--- src/rtl/sync_pkg.sv ---
// Shared definitions for the multi-channel input conditioner: event-source selectors
// and a constant-evaluable ceil(log2) used to size the per-channel stability counter.
package sync_pkg;

  localparam int EV_RISE = 0;
  localparam int EV_FALL = 1;
  localparam int EV_BOTH = 2;

  function automatic int clog2(input int value);
    int result;
    int rem;
    result = 0;
    rem    = value - 1;
    while (rem > 0) begin
      result = result + 1;
      rem    = rem >> 1;
    end
    return result;
  endfunction

endpackage

--- src/rtl/sync_filter_multi_if.sv ---
// Signal bundle between the asynchronous-input conditioner and its consumers.
interface sync_filter_multi_if #(
  parameter int WIDTH = 8
);
  logic [WIDTH-1:0] sig;
  logic [WIDTH-1:0] ev_clr;
  logic [WIDTH-1:0] out;
  logic [WIDTH-1:0] rise;
  logic [WIDTH-1:0] fall;
  logic [WIDTH-1:0] evt;
  logic             any_ev;

  modport master (
    output sig, ev_clr,
    input  out, rise, fall, evt, any_ev
  );

  modport slave (
    input  sig, ev_clr,
    output out, rise, fall, evt, any_ev
  );
endinterface

--- src/rtl/sync_filter_chan.sv ---
// One conditioned channel: synchronizer chain, stability filter, edge pulses and a
// sticky event flag whose set term beats a coincident clear.
module sync_filter_chan
  import sync_pkg::*;
#(
  parameter int   STAGES     = 2,
  parameter logic INIT       = 1'b0,
  parameter int   FILTER_LEN = 4,
  parameter int   EVENT_EDGE = EV_BOTH
) (
  input  logic clk,
  input  logic rst_n,
  input  logic sig,
  input  logic ev_clr,
  output logic out,
  output logic rise,
  output logic fall,
  output logic evt
);

  localparam int            CW       = clog2(FILTER_LEN + 1);
  localparam logic [CW-1:0] CNT_LAST = CW'(FILTER_LEN - 1);
  localparam bit            SET_RISE = (EVENT_EDGE != EV_FALL);
  localparam bit            SET_FALL = (EVENT_EDGE != EV_RISE);

  (* ASYNC_REG = "TRUE", shreg_extract = "no" *) logic [STAGES-1:0] chain;

  logic          synced;
  logic [CW-1:0] cnt;
  logic [CW-1:0] cnt_nxt;
  logic          out_nxt;
  logic          rise_nxt;
  logic          fall_nxt;
  logic          evt_nxt;

  assign synced = chain[STAGES-1];

  // out only follows synced after it has disagreed for FILTER_LEN consecutive cycles
  always_comb begin
    cnt_nxt  = cnt;
    out_nxt  = out;
    rise_nxt = 1'b0;
    fall_nxt = 1'b0;
    if (synced == out) begin
      cnt_nxt = '0;
    end else if (cnt == CNT_LAST) begin
      out_nxt  = synced;
      cnt_nxt  = '0;
      rise_nxt = synced;
      fall_nxt = ~synced;
    end else begin
      cnt_nxt = cnt + 1'b1;
    end
    evt_nxt = (SET_RISE && rise_nxt) || (SET_FALL && fall_nxt) || (evt && !ev_clr);
  end

  always_ff @(posedge clk or negedge rst_n) begin
    if (!rst_n) begin
      chain <= {STAGES{INIT}};
      cnt   <= '0;
      out   <= INIT;
      rise  <= 1'b0;
      fall  <= 1'b0;
      evt   <= 1'b0;
    end else begin
      chain <= {chain[STAGES-2:0], sig};
      cnt   <= cnt_nxt;
      out   <= out_nxt;
      rise  <= rise_nxt;
      fall  <= fall_nxt;
      evt   <= evt_nxt;
    end
  end

endmodule

--- src/rtl/sync_filter_multi.sv ---
// Multi-channel conditioner for asynchronous control/status lines: WIDTH independent
// channels plus a registered summary of all sticky event flags.
module sync_filter_multi
  import sync_pkg::*;
#(
  parameter int               WIDTH      = 8,
  parameter int               STAGES     = 2,
  parameter logic [WIDTH-1:0] INIT       = '0,
  parameter int               FILTER_LEN = 4,
  parameter int               EVENT_EDGE = EV_BOTH
) (
  input logic                 clk,
  input logic                 rst_n,
  sync_filter_multi_if.slave  bus
);

  if (WIDTH < 1) begin : g_bad_width
    $error("sync_filter_multi: WIDTH must be >= 1");
  end
  if (STAGES < 2) begin : g_bad_stages
    $error("sync_filter_multi: STAGES must be >= 2");
  end
  if (FILTER_LEN < 1) begin : g_bad_filter
    $error("sync_filter_multi: FILTER_LEN must be >= 1");
  end
  if (EVENT_EDGE < EV_RISE || EVENT_EDGE > EV_BOTH) begin : g_bad_edge
    $error("sync_filter_multi: EVENT_EDGE must be 0, 1 or 2");
  end

  logic [WIDTH-1:0] out_vec;
  logic [WIDTH-1:0] rise_vec;
  logic [WIDTH-1:0] fall_vec;
  logic [WIDTH-1:0] evt_vec;
  logic             any_q;

  for (genvar i = 0; i < WIDTH; i++) begin : g_chan
    sync_filter_chan #(
      .STAGES     (STAGES),
      .INIT       (INIT[i]),
      .FILTER_LEN (FILTER_LEN),
      .EVENT_EDGE (EVENT_EDGE)
    ) u_chan (
      .clk    (clk),
      .rst_n  (rst_n),
      .sig    (bus.sig[i]),
      .ev_clr (bus.ev_clr[i]),
      .out    (out_vec[i]),
      .rise   (rise_vec[i]),
      .fall   (fall_vec[i]),
      .evt    (evt_vec[i])
    );
  end

  // Summary flag lags the per-channel flags by one cycle to keep the OR tree off the output path
  always_ff @(posedge clk or negedge rst_n) begin
    if (!rst_n) begin
      any_q <= 1'b0;
    end else begin
      any_q <= |evt_vec;
    end
  end

  assign bus.out    = out_vec;
  assign bus.rise   = rise_vec;
  assign bus.fall   = fall_vec;
  assign bus.evt    = evt_vec;
  assign bus.any_ev = any_q;

endmodule
--- src/flat_wrapper.sv ---
// flat-port wrapper written by rule: the top's interface ports become plain ports
module sync_filter_multi_flat import sync_pkg::*;
#(
  parameter int               WIDTH      = 8,
  parameter int               STAGES     = 2,
  parameter logic [WIDTH-1:0] INIT       = '0,
  parameter int               FILTER_LEN = 4,
  parameter int               EVENT_EDGE = EV_BOTH
)
  (clk, rst_n, bus_sig, bus_ev_clr, bus_out, bus_rise, bus_fall, bus_evt, bus_any_ev);
  sync_filter_multi_if #(.WIDTH(WIDTH)) bus_i ();
  input logic clk;
  input logic rst_n;
  input wire logic [$bits(bus_i.sig)-1:0] bus_sig;
  input wire logic [$bits(bus_i.ev_clr)-1:0] bus_ev_clr;
  output wire logic [$bits(bus_i.out)-1:0] bus_out;
  output wire logic [$bits(bus_i.rise)-1:0] bus_rise;
  output wire logic [$bits(bus_i.fall)-1:0] bus_fall;
  output wire logic [$bits(bus_i.evt)-1:0] bus_evt;
  output wire logic [$bits(bus_i.any_ev)-1:0] bus_any_ev;
  assign bus_i.sig = bus_sig;
  assign bus_i.ev_clr = bus_ev_clr;
  assign bus_out = bus_i.out;
  assign bus_rise = bus_i.rise;
  assign bus_fall = bus_i.fall;
  assign bus_evt = bus_i.evt;
  assign bus_any_ev = bus_i.any_ev;
  sync_filter_multi #(.WIDTH(WIDTH), .STAGES(STAGES), .INIT(INIT), .FILTER_LEN(FILTER_LEN), .EVENT_EDGE(EVENT_EDGE)) u_core (.clk(clk), .rst_n(rst_n), .bus(bus_i));
endmodule
--- config.mk ---
export PLATFORM = sky130hd
export DESIGN_NAME = sync_filter_multi_flat
export DESIGN_NICKNAME = d
export VERILOG_FILES = /design/src/rtl/sync_pkg.sv /design/src/rtl/sync_filter_multi_if.sv /design/src/rtl/sync_filter_chan.sv /design/src/rtl/sync_filter_multi.sv /design/src/flat_wrapper.sv
export SDC_FILE = /design/constraint.sdc
export NUM_CORES = 1
export LEC_CHECK = 0
export CORE_MARGIN = 1
export CORE_UTILIZATION = 45
export DETAILED_ROUTE_END_ITERATION = 6
export PLACE_DENSITY = 0.68
export SYNTH_ARGS = -nofsm -noshare
export SYNTH_HDL_FRONTEND = slang
export SYNTH_SLANG_ARGS = --single-unit
--- constraint.sdc ---
create_clock -name clk -period 3.15 [get_ports clk]
set_input_delay 0.315 -clock clk [delete_from_list [all_inputs] [get_ports clk]]
set_output_delay 0.315 -clock clk [all_outputs]
set_load 0.005 [all_outputs]
==> flow_summary.json, run 1 <==
{
  "seqCellArea_um2": 1827,
  "drt-met1-wl_mm": 1.985,
  "cap_violations": 0,
  "cts_setup_buffers": 0,
  "final_nets": 258,
  "antenna_left": 0,
  "grt_antenna_before_repair": 0,
  "synth.yosys.warnings": 0,
  "num-fill-cells": 488,
  "cts_buffers": 9,
  "fmax_mhz": 625.3,
  "viasPerCell": 4.689,
  "hold_path_class": "input port to asynchronous set/reset pin",
  "start_kind": "flop",
  "arrival_ps": 1280,
  "cts_resized": 0,
  "place_area_um2": 3191,
  "synth_seq_cells": 73,
  "run_status": "finished, final reports clean",
  "slew_violations": 0,
  "num_rows": 28,
  "synth_nets": 228,
  "io_buffers": 50,
  "clock_latency_ps": 330,
  "layout_common_cells": "73 x dfrtp_1, 49 x clkdlybuf4s50_1, 32 x nor3b_1, 12 x clkbuf_8",
  "diodes": 0,
  "die-area_um2": 6619,
  "power_density_nw_per_um2": 782.9,
  "grt_overflow": 0,
  "cts-hold-fix-buffers": 0,
  "via_count": 1463,
  "synth_area_um2": 2834,
  "slowest_delay_ps": 530,
  "highest_layer": "met4",
  "synth_cell_types": 15,
  "path_class": "flop to output pin",
  "gp_congestion": 0.7140,
  "wirelength_mm": 3.934,
  "hold_viol_final": 0,
  "fp.coreArea_um2": 5991,
  "dpl.hpwl_mm": 2.684,
  "fin_skew_ps": 4.571,
  "die_h_um": 81.36,
  "utilization_pct": 56.73,
  "design_area_um2": 3398,
  "holdWs_ps": 161.0,
  "syn_to_final_growth_pct": 19.91,
  "required_ps": 2830,
  "multiInputGateArea_um2": 737.0,
  "tns_ps": 0,
  "synth_top_area_cell": "dfrtp_1",
  "fin_crit_sh_pct": 50.77,
  "grt_pass1_vias": 1409,
  "critPathSlowestCell": "clkdlybuf4s50_1",
  "wl_met2_mm": 1.595,
  "cts_htree_levels": 3,
  "clkSinkCount": 73,
  "critPathBufInv": 1,
  "netlist_instances": 202,
  "grt_max_degree": 74,
  "first_iter_violations": 33,
  "ios": 51,
  "start_util_pct": 47.31,
  "path_max_fanout": 5,
  "drt_first_pass_iters": 4,
  "peakVddDrop_mv": 0.3957,
  "leakagePower_nw": 1.477,
  "endpoint_kind": "output pin",
  "period_needed_ps": 1599,
  "drc": 0,
  "grt_usage_pct": 14.13,
  "clk_pin_slew_worst_paths_ps": 70,
  "met3WireLength_um": 246,
  "synth_seq_area_share_pct": 64.46,
  "fp.dieW_um": 81.36,
  "syn_avg_cell_area_um2": 14.03,
  "cts_tree": "built",
  "rsz0062_at_grt": "no",
  "slew_headroom_pct": 41.79,
  "ctsLongestPathBuffers": 2,
  "final_common_cell": "dfrtp_1",
  "synth_top_area_share_pct": 64.46,
  "setup_violations": 0,
  "crit_chain": "clkdlybuf4s50_1",
  "cp_top_family": "buffers and inverters",
  "yosys-top-cells-area": "dfrtp_1 64%, buf_4 8.5%, nor3b_1 8.5%",
  "grt_pass1_wl_mm": 6.665,
  "cts_root_buf": "clkbuf_8",
  "worstMarginPinSlew_ps": 873.2,
  "drive_gt1_share_pct": 13.50,
  "wl_per_cell_um": 12.61
}
## through the flow
step	cells	total power, mW	worst slack (ps)
6_report	312	2.661	1551
5_1_grt	312	2.843	1475
4_1_cts	312	2.703	1523
3_5_place_dp	296	1.950	1905
3_3_place_gp	296	1.928	1924
2_1_floorplan	202	1.745	2026
## power by group
group          internal [mW]  switching, mW  total [mW]  leakage [nW]
registers               1.13          0.135        1.26         0.945
logic                  0.401          0.254       0.655         0.425
clock network          0.430          0.314       0.745         0.107
## state kept, by name (all words and copies together) (netlist names)
register	cells
u_core.bus.any_ev	1
u_core.g_chan.u_chan.chain	16
u_core.g_chan.u_chan.cnt	24
u_core.g_chan.u_chan.evt	8
u_core.g_chan.u_chan.fall	8
u_core.g_chan.u_chan.out	8
u_core.g_chan.u_chan.rise	8
## synthesized netlist by cell type, drive strengths merged
cell    count
o22ai       8
nor2b       8
inv         8
xnor2       8
dfrtp      73
nor3        6
nor3b      32
nand2b      8
mux2        8
buf        32
nor4        2
ha          8
nand2       1
## routing by layer
metal | vias to the layer above | global-route usage [%]
met5 | - | 0
met4 | 0 | 9.643
met3 | 11 | 4.719
met2 | 46 | 18.00
met1 | 693 | 19.99
li1 | 713 | -
## layout make-up
type / instances / area share (%)
tap: 75 / 2.761
timing repair buffer: 51 / 14.80
clock inverter: 2 / 1.031
inverter: 8 / 0.8837
clock buffer: 14 / 5.081
multi-input combinational: 89 / 21.69
sequential: 73 / 53.76
## cells by family (layout without fill, tap and decap cells)
family,after synthesis,count (layout),synth area share [%]
buffers and inverters,40,75,9.536
XOR/XNOR,8,8,2.473
adder cells (fa/ha/maj),8,8,3.532
flip-flops,73,73,64.46
AO/OA/AOI/OAI,8,8,1.766
multiplexers,8,8,3.179
AND/OR/NAND/NOR,57,57,15.05
## final timing paths
kind	startpoint	endpoint	slack [ps]	cells past startpoint
min in group clk	u_core.g_chan[7].u_chan.chain[0]	u_core.g_chan[7].u_chan.chain[1]	350	0
max in group asynchronous	rst_n	u_core.g_chan[3].u_chan.evt	2410	2
hold reg to reg	u_core.g_chan[7].u_chan.chain[0]	u_core.g_chan[7].u_chan.chain[1]	350	0
hold / removal	rst_n	u_core.g_chan[2].u_chan.fall	160	2
setup reg to reg	u_core.g_chan[5].u_chan.cnt[0]	u_core.g_chan[5].u_chan.out	1920	3
setup / recovery	u_core.g_chan[0].u_chan.out	bus_out[0]	1550	1
(Power assumes the default switching activity.)
==> run 2, diff against run 1 <==
- clock period: 3.15 -> 1.5 ns (I/O delays scaled with it)
==> run 2 against run 1 <==
Final cell count grew 1.3%. Hold slack gained 82 ps. Register-to-register slack lost 1600 ps. Highest routed layer unchanged. Sequential power grew 110%. Critical path type unchanged. Largest power group unchanged.
==> flow_summary.json, run 2 (synthesis results as in run 1) <==
{
  "run_status": "finished, final reports clean",
  "dpl.cell_count": 296,
  "grt_usage_pct": 14.12,
  "ctsLongestPathBuffers": 2,
  "intPower_mw": 4.287,
  "fin_crit_sh_pct": 95.10,
  "final_nets": 262,
  "cts_htree_levels": 3,
  "diodes": 0,
  "critPathSlowestCell": "clkdlybuf4s50_1",
  "path_class": "flop to output pin",
  "period_needed_ps": 1426,
  "leakagePower_nw": 1.508,
  "required_ps": 1350,
  "fp.dieW_um": 81.36,
  "start_kind": "flop",
  "utilization_pct": 57.85,
  "grt_pass1_wl_mm": 6.679,
  "crit_chain": "clkdlybuf4s50_1",
  "switchingPower_mw": 1.505,
  "syn_to_final_growth_pct": 22.30,
  "power_density_nw_per_um2": 1671,
  "clock_latency_ps": 340,
  "grt_antenna_before_repair": 0,
  "grt_overflow": 0,
  "cp_top_family": "buffers and inverters",
  "p_sw_share_pct": 25.98,
  "worstMarginPinSlew_ps": 470.9,
  "hold_path_class": "input port to flop",
  "largest_reg_flops": 24,
  "first_iter_violations": 58,
  "hold_viol_final": 0,
  "report.power.total_mw": 5.792,
  "cts_root_buf": "clkbuf_8",
  "holdWs_ps": 242.7,
  "layout_common_cells": "72 x dfrtp_1, 49 x clkdlybuf4s50_1, 32 x nor3b_1, 11 x clkbuf_8",
  "via_count": 1484,
  "combPwrFrac_pct": 25.2,
  "crit_start": "u_core.g_chan[3].u_chan.out",
  "slowest_delay_ps": 530,
  "endpoint_kind": "output pin",
  "critPathBufInv": 1,
  "grt_pass1_vias": 1549,
  "setup_violations": 0,
  "cts_tree": "built",
  "multiInputGateArea_um2": 737.0,
  "tns_ps": 0,
  "wl_per_cell_um": 12.30,
  "gp_congestion": 0.6599,
  "start_util_pct": 47.31,
  "seqCellArea_um2": 1828,
  "clk_pin_slew_worst_paths_ps": 70,
  "grt_max_degree": 74,
  "fp.coreArea_um2": 5991,
  "viasPerCell": 4.696,
  "dpl.hpwl_mm": 2.519,
  "io_buffers": 50,
  "drt_first_pass_iters": 3,
  "clkSinkCount": 73,
  "arrival_ps": 1280,
  "power_frac_clock_pct": 29.3,
  "reg_top3": "u_core.g_chan.u_chan.cnt (24), u_core.g_chan.u_chan.chain (16)",
  "drc": 0,
  "die_h_um": 81.36,
  "fin_skew_ps": 5.199,
  "cap_violations": 0,
  "slew_violations": 0,
  "cts_buffers": 9,
  "hold_start": "bus_sig[5]",
  "slew_headroom_pct": 68.31,
  "fin_cells": 316,
  "rsz0062_at_grt": "no",
  "num_rows": 28,
  "pwr-share-seq_pct": 45.4,
  "path_max_fanout": 5,
  "peakVddDrop_mv": 0.8566,
  "num-fill-cells": 481,
  "final_common_cell": "dfrtp_1",
  "die-area_um2": 6619,
  "fmax_mhz": 701.0,
  "wirelength_mm": 3.887,
  "antenna_left": 0,
  "ios": 51,
  "rr_startpoint": "u_core.g_chan[2].u_chan.cnt[0]",
  "drive_gt1_share_pct": 15.77,
  "top_register": "u_core.g_chan.u_chan.cnt"
}
run 2: cell count changes in the layout (fill, tap and decap cells not counted), sizes merged:
cell	change
clkinv	+1
bufinv	+1
clkinvlp	+1
buf	+3
clkbuf	-3
dlygate4sd3	+1
run 2: timing repair:
item,in CTS,in global routing
hold buffers,1,0
setup buffers,0,3
hold endpoints to repair,73,0
endpoints found under the setup margin,0,4
resized for setup,0,1
run 2: area by class of cell:
type / instances / share of cell area (%)
sequential: 73 / 52.74
clock inverter: 5 / 2.238
timing repair buffer: 55 / 15.81
tap: 75 / 2.708
clock buffer: 11 / 4.368
inverter: 8 / 0.8664
multi-input combinational: 89 / 21.26
run 2: power groups by stage:
| stage | clock [mW] | combinational, mW | sequential [mW] |
|---|---|---|---|
| after floorplan | 0 | 1.04 | 2.62 |
| after global placement | 0 | 1.37 | 2.67 |
| after detailed placement | 0 | 1.40 | 2.69 |
| after CTS | 1.78 | 1.41 | 2.65 |
| after global routing | 1.84 | 1.67 | 2.69 |
| final | 1.70 | 1.46 | 2.63 |
run 2: per-stage QoR:
stage	setup slack, ps	instance area (um2)
2_1_floorplan	376.2	2834
3_3_place_gp	310.3	3203
3_5_place_dp	299.0	3203
4_1_cts	21.99	3442
5_1_grt	7.152	3466
6_report	73.53	3466
run 2: final timing paths:
check,to,slack [ps],depth (start not counted)
min,u_core.g_chan[5].u_chan.chain[0],240,1
min reg2reg,u_core.g_chan[1].u_chan.chain[1],350,0
max in group asynchronous,u_core.g_chan[5].u_chan.out,830,3
max reg2reg,u_core.g_chan[2].u_chan.out,290,3
min in group asynchronous,u_core.g_chan[1].u_chan.fall,370,3
max,bus_out[3],70,1
run 2: per-layer routing:
metal  track usage (%)  up-vias  share of wire [%]
li1                  -      716                  -
met1             16.05      713                 45
met2             21.58       47                 44
met3             7.528        8                9.0
met4             6.964        0                1.9
met5                 0        -                  0
